===== src/rtl/seq_div_pkg.sv =====
// Shared definitions for the sequential restoring divider: default operand
// width and the controller state encoding.
package seq_div_pkg;

    localparam int DEFAULT_WIDTH = 16;

    typedef enum logic [1:0] {
        ST_IDLE   = 2'd0,
        ST_DIVIDE = 2'd1,
        ST_DONE   = 2'd2
    } div_state_e;

endpackage


===== src/rtl/div_controller.sv =====
// Sequencing for the restoring divider: state machine, step counter and the
// load/step/done strobes that drive the datapath, plus the ready pulse and busy.
module div_controller
    import seq_div_pkg::*;
#(
    parameter int WIDTH = DEFAULT_WIDTH
) (
    input  logic clk,
    input  logic rst,
    input  logic start_i,
    input  logic divisor_zero_i,
    output logic load_o,
    output logic step_o,
    output logic done_o,
    output logic ready_o,
    output logic busy_o
);

    localparam int CW = $clog2(WIDTH) + 1;
    localparam logic [CW-1:0] LAST_STEP = CW'(WIDTH - 1);

    div_state_e    state_q, state_d;
    logic [CW-1:0] count_q, count_d;
    logic          ready_q;

    // NOTE: sequential state uses non-blocking assignments so every register
    // samples its pre-edge inputs regardless of statement order.
    always_ff @(posedge clk) begin
        if (rst) begin
            state_q <= ST_IDLE;
            count_q <= '0;
            ready_q <= 1'b0;
        end else begin
            state_q <= state_d;
            count_q <= count_d;
            ready_q <= (state_q == ST_DONE);
        end
    end

    // NOTE: every output of this block gets a default first, so no path
    // through the case statement can leave a value held (no latches).
    always_comb begin
        state_d = state_q;
        count_d = count_q;
        load_o  = 1'b0;
        step_o  = 1'b0;
        done_o  = 1'b0;
        unique case (state_q)
            ST_IDLE: begin
                if (start_i) begin
                    load_o  = 1'b1;
                    count_d = '0;
                    state_d = divisor_zero_i ? ST_DONE : ST_DIVIDE;
                end
            end
            ST_DIVIDE: begin
                step_o  = 1'b1;
                count_d = count_q + CW'(1);
                if (count_q == LAST_STEP) begin
                    state_d = ST_DONE;
                end
            end
            ST_DONE: begin
                done_o  = 1'b1;
                state_d = ST_IDLE;
            end
            default: state_d = ST_IDLE;
        endcase
    end

    assign ready_o = ready_q;
    assign busy_o  = (state_q == ST_DIVIDE);

endmodule


===== src/rtl/seq_divider.sv =====
// Unsigned restoring divider, one quotient bit per clock. Holds the A/Q/M
// datapath and result registers; sequencing lives in div_controller.
module seq_divider
    import seq_div_pkg::*;
#(
    parameter int WIDTH = DEFAULT_WIDTH
) (
    input  logic             clk,
    input  logic             rst,
    input  logic             start,
    input  logic [WIDTH-1:0] dividend,
    input  logic [WIDTH-1:0] divisor,
    output logic [WIDTH-1:0] quotient,
    output logic [WIDTH-1:0] remainder,
    output logic             ready,
    output logic             busy,
    output logic             div_by_zero
);

    logic             load, step, done;
    logic [WIDTH:0]   a_q, a_d;
    logic [WIDTH-1:0] q_q, q_d;
    logic [WIDTH-1:0] m_q, m_d;
    logic [WIDTH-1:0] quotient_q, quotient_d;
    logic [WIDTH-1:0] remainder_q, remainder_d;
    logic             dbz_q, dbz_d;
    logic [WIDTH:0]   a_shift, trial;
    logic [WIDTH-1:0] q_shift;

    div_controller #(.WIDTH(WIDTH)) u_ctrl (
        .clk            (clk),
        .rst            (rst),
        .start_i        (start),
        .divisor_zero_i (divisor == '0),
        .load_o         (load),
        .step_o         (step),
        .done_o         (done),
        .ready_o        (ready),
        .busy_o         (busy)
    );

    assign a_shift = {a_q[WIDTH-1:0], q_q[WIDTH-1]};
    assign q_shift = q_q << 1;
    assign trial   = a_shift - {1'b0, m_q};

    always_comb begin
        a_d = a_q;
        q_d = q_q;
        m_d = m_q;
        if (load) begin
            a_d = '0;
            q_d = dividend;
            m_d = divisor;
        end else if (step) begin
            // A negative trial (MSB set) restores the shifted partial remainder.
            a_d    = trial[WIDTH] ? a_shift : trial;
            q_d    = q_shift;
            q_d[0] = ~trial[WIDTH];
        end
    end

    // A zero divisor skips DIVIDE, so Q still holds the untouched dividend.
    always_comb begin
        quotient_d  = quotient_q;
        remainder_d = remainder_q;
        dbz_d       = dbz_q;
        if (done) begin
            if (m_q == '0) begin
                quotient_d  = '1;
                remainder_d = q_q;
                dbz_d       = 1'b1;
            end else begin
                quotient_d  = q_q;
                remainder_d = a_q[WIDTH-1:0];
                dbz_d       = 1'b0;
            end
        end
    end

    always_ff @(posedge clk) begin
        if (rst) begin
            a_q         <= '0;
            q_q         <= '0;
            m_q         <= '0;
            quotient_q  <= '0;
            remainder_q <= '0;
            dbz_q       <= 1'b0;
        end else begin
            a_q         <= a_d;
            q_q         <= q_d;
            m_q         <= m_d;
            quotient_q  <= quotient_d;
            remainder_q <= remainder_d;
            dbz_q       <= dbz_d;
        end
    end

    assign quotient    = quotient_q;
    assign remainder   = remainder_q;
    assign div_by_zero = dbz_q;

endmodule

===== config.mk =====
export PLATFORM = sky130hd
export DESIGN_NAME = seq_divider
export DESIGN_NICKNAME = d
export VERILOG_FILES = /design/src/rtl/seq_div_pkg.sv /design/src/rtl/div_controller.sv /design/src/rtl/seq_divider.sv
export SDC_FILE = /design/constraint.sdc
export NUM_CORES = 1
export LEC_CHECK = 0
export ABC_AREA = 1
export BUFFER_PORTS_ARGS = -buffer_cell sky130_fd_sc_hd__buf_2
export CORE_ASPECT_RATIO = 0.9
export CORE_MARGIN = 2
export CORE_UTILIZATION = 59
export CTS_BUF_LIST = sky130_fd_sc_hd__clkbuf_4
export DETAILED_ROUTE_END_ITERATION = 16
export MAX_ROUTING_LAYER = met4
export PLACE_DENSITY = 0.85
export SLEW_MARGIN = 20
export SYNTH_ARGS = -nofsm -noshare
export SYNTH_HDL_FRONTEND = slang
export SYNTH_SLANG_ARGS = --single-unit

===== constraint.sdc =====
create_clock -name clk -period 2.75 [get_ports clk]
set_input_delay 0.275 -clock clk [delete_from_list [all_inputs] [get_ports clk]]
set_output_delay 0.275 -clock clk [all_outputs]
set_load 0.01 [all_outputs]

Word level (Yosys, flattened, before mapping):

Cells that the tools add are included.

* flip-flop bits (word level): 89
* input port bits: 35

* add/subtract/negate cells: 2
* eq/ne operators: 5
* multiplexer cells: 16
* bitwise operators: 1
* reductions and logical operators: 8

Operator list (count)
* 2-to-1 mux 16 bit: 5
* zero test 16 bit: 2
* subtractor 17 x 16 -> 17 bit: 1
* one-hot mux 5 bit (2 select lines): 1
* 2-to-1 mux 2 bit: 3
* adder 5 x 1 -> 5 bit (second input constant): 1
* equality test 5 x 4 -> 1 bit (second input constant): 1
* 2-to-1 mux 1 bit: 5
* 2-to-1 mux 5 bit: 1
* one-hot mux 2 bit (2 select lines): 1
* AND reduction 2 bit: 2
* nonzero test 2 bit: 2
* equality test 2 x 1 -> 1 bit (second input constant): 1
* equality test 2 bit (second input constant): 1
* zero test 2 bit: 1
* inequality test 2 x 1 -> 1 bit (second input constant): 1
* inequality test 2 bit (second input constant): 1
* OR reduction 2 bit: 1
* NOT 1 bit: 1

Logic depth before layout (Yosys ltp):

* word-level depth: 4
* gate-level depth with buffers: 16
* gate-level depth less buffers: 16

Modules after synthesis:

Synthesis repeated with hierarchy kept, for this count alone.

* cells, all modules: 712
* area, all modules: 4867.2 um^2

By module, submodules not included
* seq_divider: instances 1, cells an instance 658, area each 4474.3 um^2, sequential area each 1621.6 um^2
* div_controller: instances 1, cells an instance 54, area each 392.9 um^2, sequential area each 160.2 um^2

Worst setup path after synthesis:

No wires, ideal clock.

* kind: reg2reg
* start point: reg q_q[15]
* end point: reg a_q[12]
* setup time: 138 ps
* arrival: 1915 ps
* required time: 2612 ps
* path slack: 698 ps
* stages on the path, launching flop included: 17
* buffers on the path: 1
* cell sequence: dfxtp_1 > inv_1 > ha_1 > fa_1 > inv_1 > nand2_1 > nand2_1 > nand3_2 > nand2_2 > nand2_2 > nand2_2 > nand2_2 > nand2_4 > buf_6 > nand2_1 > nand3_1 > a21oi_2

* cells in the longest elaborated chain, start to end: 2

Ends and longest elaborated chain
* start: declaration: line seq_divider.sv:22 `logic [WIDTH-1:0] q_q, q_d;`
* start signal: assignment: line seq_divider.sv:90 `q_q <= q_d;`
* subtractor 17 x 16 -> 17 bit: line seq_divider.sv:44 `assign trial = a_shift - {1'b0, m_q};`
* 2-to-1 mux 16 bit: line seq_divider.sv:56 `a_d = trial[WIDTH] ? a_shift : trial;`
* end signal: assignment: line seq_divider.sv:82 `a_q <= '0;`
* end signal: assignment: line seq_divider.sv:89 `a_q <= a_d;`
* end: declaration: line seq_divider.sv:21 `logic [WIDTH:0] a_q, a_d;`

Every way passes these cells.
A chain may end at the register's enable or synchronous reset.

Worst setup path in the final report:

* start point: reg q_q[15]
* end point: reg a_q[13]

Same word-level chain as after synthesis.

==> qor.csv <==
stage;metric;value;unit
flow_run;maxcap violations;0;
timing;Tmin final;2.305;ns
min_path;worst hold path type;in2reg;
timing;Fin Clk Skew;0.02104;ns
timing;Max Clk Rate;433.9;MHz
pwr;clock share of power;0.266;
cts;PostCTS Resize Cnt;0;
synth;largest area contributor in the netlist;dfxtp_1;
pwr;IR drop worst, VDD;493.0;uV
grt;initial antenna violation count;0;
synth;EDFF count, synth;0;
timing;final-report hold violation count;0;
setup_path;Worst Setup End Kind;flip-flop;
floorplan;die area;0.008922;sq mm
grt;largest net degree at the start of global routing;58;
cts;cts hold-fix bufs;0;
pwr;internal power;1.899;mW
layout;fin cells;893;
cts;CTS sink cnt;89;
timing;RSZ-0062 raised after global routing;false;
setup_path;CP Launch Point;q_q[15];
placed_design;Port-buffer cells;69;
pwr;net switching power;1.043;mW
setup_path;Critical R2R Launch;q_q[15];
synth;yosys warns;0;
synth;synth top area cells;dfxtp_1, nand2_1, inv_1;
cts;clk root buf;clkbuf_4;
layout;Final Cell Area;0.005354;sq mm
placed_design;gpl congestion;0.9318;
pwr;Switching Fraction;0.3546;
synth;Synth Register Bits;89;
grt;grt ovf;0;
grt;Tot GR Track Use;0.2972;
cts;clock slew at reported path FFs;0.16;ns
cts;CTS H-tree lvls;3;
floorplan;core area;0.007990;sq mm
floorplan;chip width;99.35;um
run_status;status;complete, no violations;
cts;CTS tree;done;
route;via-per-instance ratio;5.446;
synth;Post-synth ARST share;0;
floorplan;Die Y;89.81;um
route;Routed WL per cell;13.98;um
synth;area of the mapped netlist;0.004827;sq mm
grt;global-route wire length before repair;20.98;mm
synth;Mean Syn Cell Area;6.585;sq um
placed_design;HPWL after DPL;9.559;mm
layout;area grow syn2layout;10.91;%
pwr;combinational share of power;0.255;
floorplan;IO Pins;70;
synth;gate count of the mapped netlist;733;
synth;prevailing post-synth register cell;dfxtp_1;
placed_design;DP Cell Count;877;
grt;met3 GRT Util;0.06687;
route;final wirelength;12.48;mm
grt;GR Util met1;0.4010;
synth;post-synth net total;787;
timing;Slew Viols, Final;0;
setup_path;r2r worst-path depth;16;
layout;final core occ;0.6701;
timing;Slew HR;0.5173;
layout;n_diodes;0;
cts;cts bufs inserted;9;
synth;top cell type's share of synthesized area;0.3691;
setup_path;Worst setup SP type;flip-flop;
setup_path;WS Path Type;reg2reg;
setup_path;Critical Path Fanout Max;17;
floorplan;# rows;31;
route;router iterations before antenna repair;5;
min_path;Hold Path Cell Cnt;3;
timing;total negative setup slack;0;ns
synth;register area share after synthesis;0.3691;
timing;worst slew pin tran;0.7223;ns
layout;Filler Cell Count;733;
route;initial DRC count;290;
cts;Max Buffers Root-to-Sink;2;
layout;layout cells sized above 1;0.1549;
pwr;leakage;2.565;nW
setup_path;Worst Path Required;3.13;ns
grt;GR peak layer;met2;
timing;Final setup viols;0;
floorplan;Initial Util;0.6041;
cts;worst-skew pair later-pin latency;0.45;ns
route;DRC;0;
timing;fin crit share;0.8380;
route;post-route ant nets;0;
layout;Layout Nets;843;
pwr;sequential share of power;0.479;
cts;post-CTS setup buffer count;0;
grt;grt met2 use;0.4476;
placed_design;Placed Area;0.005205;sq mm
route;overall via count from detail_route;4863;
min_path;Hold Crit Start;dividend[12];
setup_path;worst path arrival time;2.68;ns
pwr;Pwr Density;549.6;mW/mm^2
synth;Yosys cell types;37;
grt;vias in the first global route;4478;
timing;WHS;0.08640;ns
[registers in the layout, summed over array words and instances, names as in the netlist]
register	cells
u_ctrl.ready_o	1
remainder	16
q_q	16
a_q	16
div_by_zero	1
u_ctrl.state_q	2
u_ctrl.count_q	5
m_q	16
quotient	16
[area by class of cell]
cell class,instances,area (sq um),area share
multi-input cells,516,2537,0.4739
flip-flops and latches,89,1782,0.3328
repair buffers,76,397.9,0.07432
inverters,97,364.1,0.06801
well taps,99,123.9,0.02314
clock inverters,7,81.33,0.01519
clock buffers,9,67.56,0.01262
[worst paths after layout]
check / slack (ns) / endpoint
worst max-delay path: 0.45 / a_q[13]
worst min-delay path: 0.09 / q_q[12]
worst max register to register: 0.45 / a_q[13]
worst min register to register: 0.47 / quotient[8]
[synthesized netlist by cell type, types with 3 or more instances]
cell type  count
inv_2          7
nor4_1         5
o211ai_1      11
nand2_2       10
a21oi_2        8
nor2_1        51
o21ai_1       10
nand2_1      240
inv_1         90
ha_1          18
dfxtp_1       89
a21oi_1       57
o21ai_0       29
nand3_1       32
xor2_1         7
clkbuf_1      16
nor3_1         3
buf_2          9
nand4_1        4
a31oi_1       16
[worst max-delay path, stage by stage, from the launching register on]
cell	delay, ns
dfxtp_1	0.37
inv_1	0.07
ha_1	0.22
fa_1	0.40
inv_1	0.07
nand2_1	0.04
nand2_1	0.10
nand3_2	0.08
nand2_2	0.11
nand2_2	0.08
nand2_2	0.08
nand2_2	0.07
nand2_4	0.18
nand2_2	0.11
nand2_1	0.08
nand2_1	0.05
a21oi_1	0.12
[cell usage in the layout, fill, tap and decap left out, drive strengths merged]
| cell | instances |
|---|---|
| o31ai | 1 |
| clkbuf | 9 |
| ha | 18 |
| a31oi | 16 |
| buf | 76 |
| o211ai | 11 |
| nand3b | 2 |
| nor4 | 5 |
| a211oi | 1 |
| inv | 102 |
| a21oi | 65 |
| nand4 | 4 |
| a221oi | 1 |
| nand2 | 251 |
| dfxtp | 89 |
| nor3 | 4 |
| clkinv | 1 |
| nor2 | 52 |
| or2 | 3 |
| o21ai | 39 |
| fa | 1 |
| and2 | 1 |
| xor2 | 7 |
| bufinv | 1 |
| nand3 | 34 |
[stage by stage]
| step | power (mW) | worst slack (ns) |
|---|---|---|
| final | 2.942 | 0.4454 |
| after global routing | 3.103 | 0.2501 |
| after CTS | 2.943 | 0.4629 |
| after detailed placement | 2.176 | 0.4935 |
| after global placement | 2.161 | 0.5750 |
| after floorplan | 1.989 | 0.6977 |
[per-layer routing]
layer / up-vias / part of all wire / routed length, um
met4: 0 / 0.022 / 271
li1: 2448 / - / -
met3: 25 / 0.077 / 959
met1: 2225 / 0.45 / 5602
met2: 165 / 0.45 / 5646
met5: - / 0 / 0
[power by group through the flow]
stage | clock (mW) | sequential [mW] | combinational (mW)
3_5_place_dp | 0 | 1.44 | 0.740
2_1_floorplan | 0 | 1.43 | 0.562
4_1_cts | 0.792 | 1.41 | 0.743
6_report | 0.782 | 1.41 | 0.751
5_1_grt | 0.839 | 1.42 | 0.848
3_3_place_gp | 0 | 1.43 | 0.728
[logic make-up after synthesis]
kind of cell | share of synthesized area
simple gates | 0.3053
compound gates | 0.1568
flops | 0.3691
xor+xnor | 0.01270
fa+ha+maj | 0.05080
buf+inv | 0.1052
(Power assumes the default switching activity.)
